[src/rtl/violation_reset_ctrl.sv]
// rtl/violation_reset_ctrl.sv - turns monitor violation requests into a held CPU reset released at the reset handler
// Optional VIOL_CNT_EN adds the 8-bit saturating kill-episode counter on viol_cnt.
module violation_reset_ctrl #(
   parameter int          NUM_SRC       = 3,
   parameter logic [15:0] RESET_HANDLER = 16'hFFFE,
   parameter int          MIN_HOLD      = 4
) (
   input  logic               clk,
   input  logic               rst,
   input  logic [15:0]        pc,
   input  logic [NUM_SRC-1:0] viol_req,
   output logic               reset,
   output logic [NUM_SRC-1:0] cause,
   output logic [7:0]         viol_cnt,
   output logic               active
);

   typedef enum logic [1:0] {RUN, HOLD, WAIT_PC} state_t;

   localparam logic [7:0] HOLD_INIT = 8'(MIN_HOLD - 1);

   state_t             state, state_next;
   logic [7:0]         hold_cnt, hold_next;
   logic [NUM_SRC-1:0] cause_next;
   logic               any_req;
   logic               release_ok;

   assign any_req    = |viol_req;
   assign release_ok = (pc == RESET_HANDLER) && !any_req;

   always_ff @(posedge clk) begin
      if (rst) begin
         state    <= RUN;
         hold_cnt <= 8'h00;
         cause    <= '0;
      end else begin
         state    <= state_next;
         hold_cnt <= hold_next;
         cause    <= cause_next;
      end
   end

   // The last HOLD cycle already evaluates the release condition, so the
   // minimum assertion is exactly MIN_HOLD+1 cycles including the request cycle.
   always_comb begin
      state_next = state;
      hold_next  = hold_cnt;
      cause_next = cause;
      reset      = 1'b0;
      case (state)
         RUN: begin
            reset = any_req;
            if (any_req) begin
               cause_next = viol_req;
               hold_next  = HOLD_INIT;
               state_next = HOLD;
            end
         end
         HOLD: begin
            reset      = 1'b1;
            cause_next = cause | viol_req;
            if (hold_cnt == 8'h00) begin
               state_next = release_ok ? RUN : WAIT_PC;
            end else begin
               hold_next = hold_cnt - 8'h01;
            end
         end
         WAIT_PC: begin
            reset      = 1'b1;
            cause_next = cause | viol_req;
            if (release_ok) begin
               state_next = RUN;
            end
         end
         default: begin
            state_next = RUN;
         end
      endcase
      if (rst) begin
         reset = 1'b0;
      end
   end

   assign active = !rst && (state != RUN);

`ifdef VIOL_CNT_EN
   logic [7:0] cnt_q;

   always_ff @(posedge clk) begin
      if (rst) begin
         cnt_q <= 8'h00;
      end else if ((state == RUN) && any_req && (cnt_q != 8'hFF)) begin
         cnt_q <= cnt_q + 8'h01;
      end
   end

   assign viol_cnt = cnt_q;
`else
   assign viol_cnt = 8'h00;
`endif

endmodule

[config.mk]
export PLATFORM = sky130hd
export DESIGN_NAME = violation_reset_ctrl
export DESIGN_NICKNAME = d
export VERILOG_FILES = /design/src/rtl/violation_reset_ctrl.sv
export SDC_FILE = /design/constraint.sdc
export NUM_CORES = 1
export LEC_CHECK = 0
export CORE_ASPECT_RATIO = 0.7
export CORE_MARGIN = 5
export CORE_UTILIZATION = 45
export CTS_CLUSTER_SIZE = 10
export DETAILED_ROUTE_END_ITERATION = 7
export PLACE_DENSITY = 0.9
export SETUP_SLACK_MARGIN = 0.15
export SYNTH_ARGS = -nofsm -noshare
export SYNTH_HDL_FRONTEND = slang
export SYNTH_SLANG_ARGS = --single-unit
[constraint.sdc]
create_clock -name clk -period 3.86 [get_ports clk]
set_input_delay 0.772 -clock clk [delete_from_list [all_inputs] [get_ports clk]]
set_output_delay 0.772 -clock clk [all_outputs]
set_load 0.005 [all_outputs]
==> results.yml <==
power_and_ir_drop:
  p_leak_uw: 0.000477
  ir_worst_vdd_v: 0.000460
  p_per_area_mw_per_mm2: 708
global_routing:
  track_usage_pct: 15.1
  grt-busiest-layer: "met2"
  met2_usage_pct: 28.3
  grt_util_met3_pct: 4.63
  grt_pass1_wl_um: 3310
  use_met1_pct: 16.1
  grt_start_max_net_pins: 12
  antenna_found_initial: 0
  overflow: 0
  grt_pass1_vias: 767
critical_path:
  startpoint: "viol_req[1]"
  cp-endpoint: "reset"
  crit_type: "input pin to output pin"
  critPathLaunchType: "input pin"
  cp.arrival_ns: 2.34
  path_max_fanout: 4
  r2r-end: "hold_cnt[3]"
  rrSetupSlack_ns: 1.92
  endpoint_kind: "output pin"
  reg2reg_depth: 7
  worstReg2RegStart: "state[0]"
  cp.required_ns: 3.09
timing:
  clock_skew_ns: 0.00357
  fin_setup_tns_ns: 0
  fmax_mhz: 321
  hold_violations: 0
  drv_slew: 0
  period_needed_ns: 3.12
  rsz0062_at_grt: "no"
  post-route-period-util_pct: 80.7
  worst_slack_ns: 0.743
  setup_violations: 0
  hold_slack_ns: 0.493
floorplanning:
  rows: 13
  num_io_pins: 34
  dieArea_mm2: 0.00290
  core_area_mm2: 0.00184
  die_w_um: 62.3
  die_y_um: 46.6
  start_util_pct: 46.8
layout:
  layout_common_cells: "clkdlybuf4s50_1 (25), nor2_1 (15), dfxtp_1 (13)"
  mostFrequentLayoutCell: "clkdlybuf4s50_1"
  area_growth_pct: 30.5
  finalNetCount: 158
  final_util_pct: 61.1
  drive_gt1_share_pct: 6.98
  antenna_cells: 0
  fin_cells: 151
drt:
  ant_nets: 0
  first_iter_violations: 40
  routed_wl_um: 2090
  vias: 818
  drc: 0
  vias_per_cell: 5.42
  wl_per_cell_um: 13.9
  firstDrtPassIters: 4
hold_path:
  hp-start: "cause[2]"
  hold_class: "flop to flop"
clock_tree:
  post_cts_buffers: 0
  htreeDepth: 1
  clock_path_buffers: 2
  cts_hold_buf: 0
  cts_sinks: 13
  cts_tree: "done"
  clk_pin_slew_worst_paths_ns: 0.08
  clock_latency_ns: 0.28
  cts_resized: 0
  cts-root-buf: "clkbuf_4"
  cts_made_buffers: 3
place:
  port_buffers: 25
  dp_hpwl_um: 1630
  dpl_worst_slack_ns: 0.747
  gp_congestion: 0.812
  placed_cells: 147
yosys:
  syn_inst: 102
  synth_ff_type: "dfxtp_1"
  synth_edf_count: 0
  synth_seq_area_share_pct: 30.2
  ys_ff_latch: 13
  async_flop_share_pct: 0
  netlist_area_um2: 861
  synth_warnings: 0
  avgSynthCellArea_um2: 8.44
  synth.distinct_cells: 30
run:
  cap_violations: 0
run_status:
  status: "complete, no violations"
[layer usage]
metal,share of wire (%),vias up,wire (um)
met3,8.4,4,176
met5,0,-,0
met4,1.4,0,29
met2,51,40,1080
li1,-,392,-
met1,39,382,811
[worst min path at each step]
stage | depth (start not counted) | end | slack, ns
final | 2 | cause[2] | 0.49
after global routing | 2 | cause[2] | 0.52
after CTS | 1 | hold_cnt[0] | 0.49
after detailed placement | 1 | hold_cnt[0] | 0.47
after global placement | 1 | hold_cnt[0] | 0.45
after floorplan | 1 | hold_cnt[0] | 0.44
[critical path, stage by stage]
cell             delay, ns
clkdlybuf4s50_1       0.43
or3_1                 0.45
a21oi_1               0.17
nor3_1                0.06
clkdlybuf4s50_1       0.47
[through the flow]
stage / instance area (um^2) / power (uW)
floorplan: 887 / 584
global placement: 1100 / 675
detailed placement: 1100 / 695
CTS: 1120 / 795
global route: 1120 / 862
finish: 1120 / 796
[logic make-up after synthesis]
group                      synth area share, %
and+or+nand+nor                           32.3
buffers and inverters                     10.0
AOI/OAI and AO/OA                         9.59
DFF                                       30.2
adders and majority gates                 10.2
xor gates and xnor gates                  6.10
other                                    0.436
muxes                                     1.16
[synth_stat cells, types with 2 or more instances]
cell      count  share of area (%)
a31oi_1       2                1.5
or3_1         2                1.5
nand2b_1      2                1.5
a211oi_1      2                1.7
nor2b_1       5                3.6
nand2_1       5                2.2
nand4_1       4                2.9
nor2_1       15                6.5
nand3_1       3                1.7
ha_1          7                 10
dfxtp_1      13                 30
nor3_1        2                1.2
xor2_1        6                6.1
buf_4         9                7.8
inv_1         5                2.2
a21oi_1       5                2.9
nand4b_1      2                2.0
[where the power goes]
group          leakage (uW)  switching, uW  internal, uW
clock network     0.0000150           43.0          40.1
logic              0.000354            252           222
registers          0.000107           49.9           188
[state kept, by name, summed over array words and instances, names as in the netlist]
| signal | cells |
|---|---|
| cause | 3 |
| state | 2 |
| hold_cnt | 8 |
[cell type report]
class	instances	area, um^2
clock buffers	4	26.3
fillers	159	714
inverters	5	18.8
multi-input cells	82	541
flip-flops and latches	13	260
well taps	22	27.5
repair buffers	25	250
No activity file was read; power rests on OpenSTA's default activity.
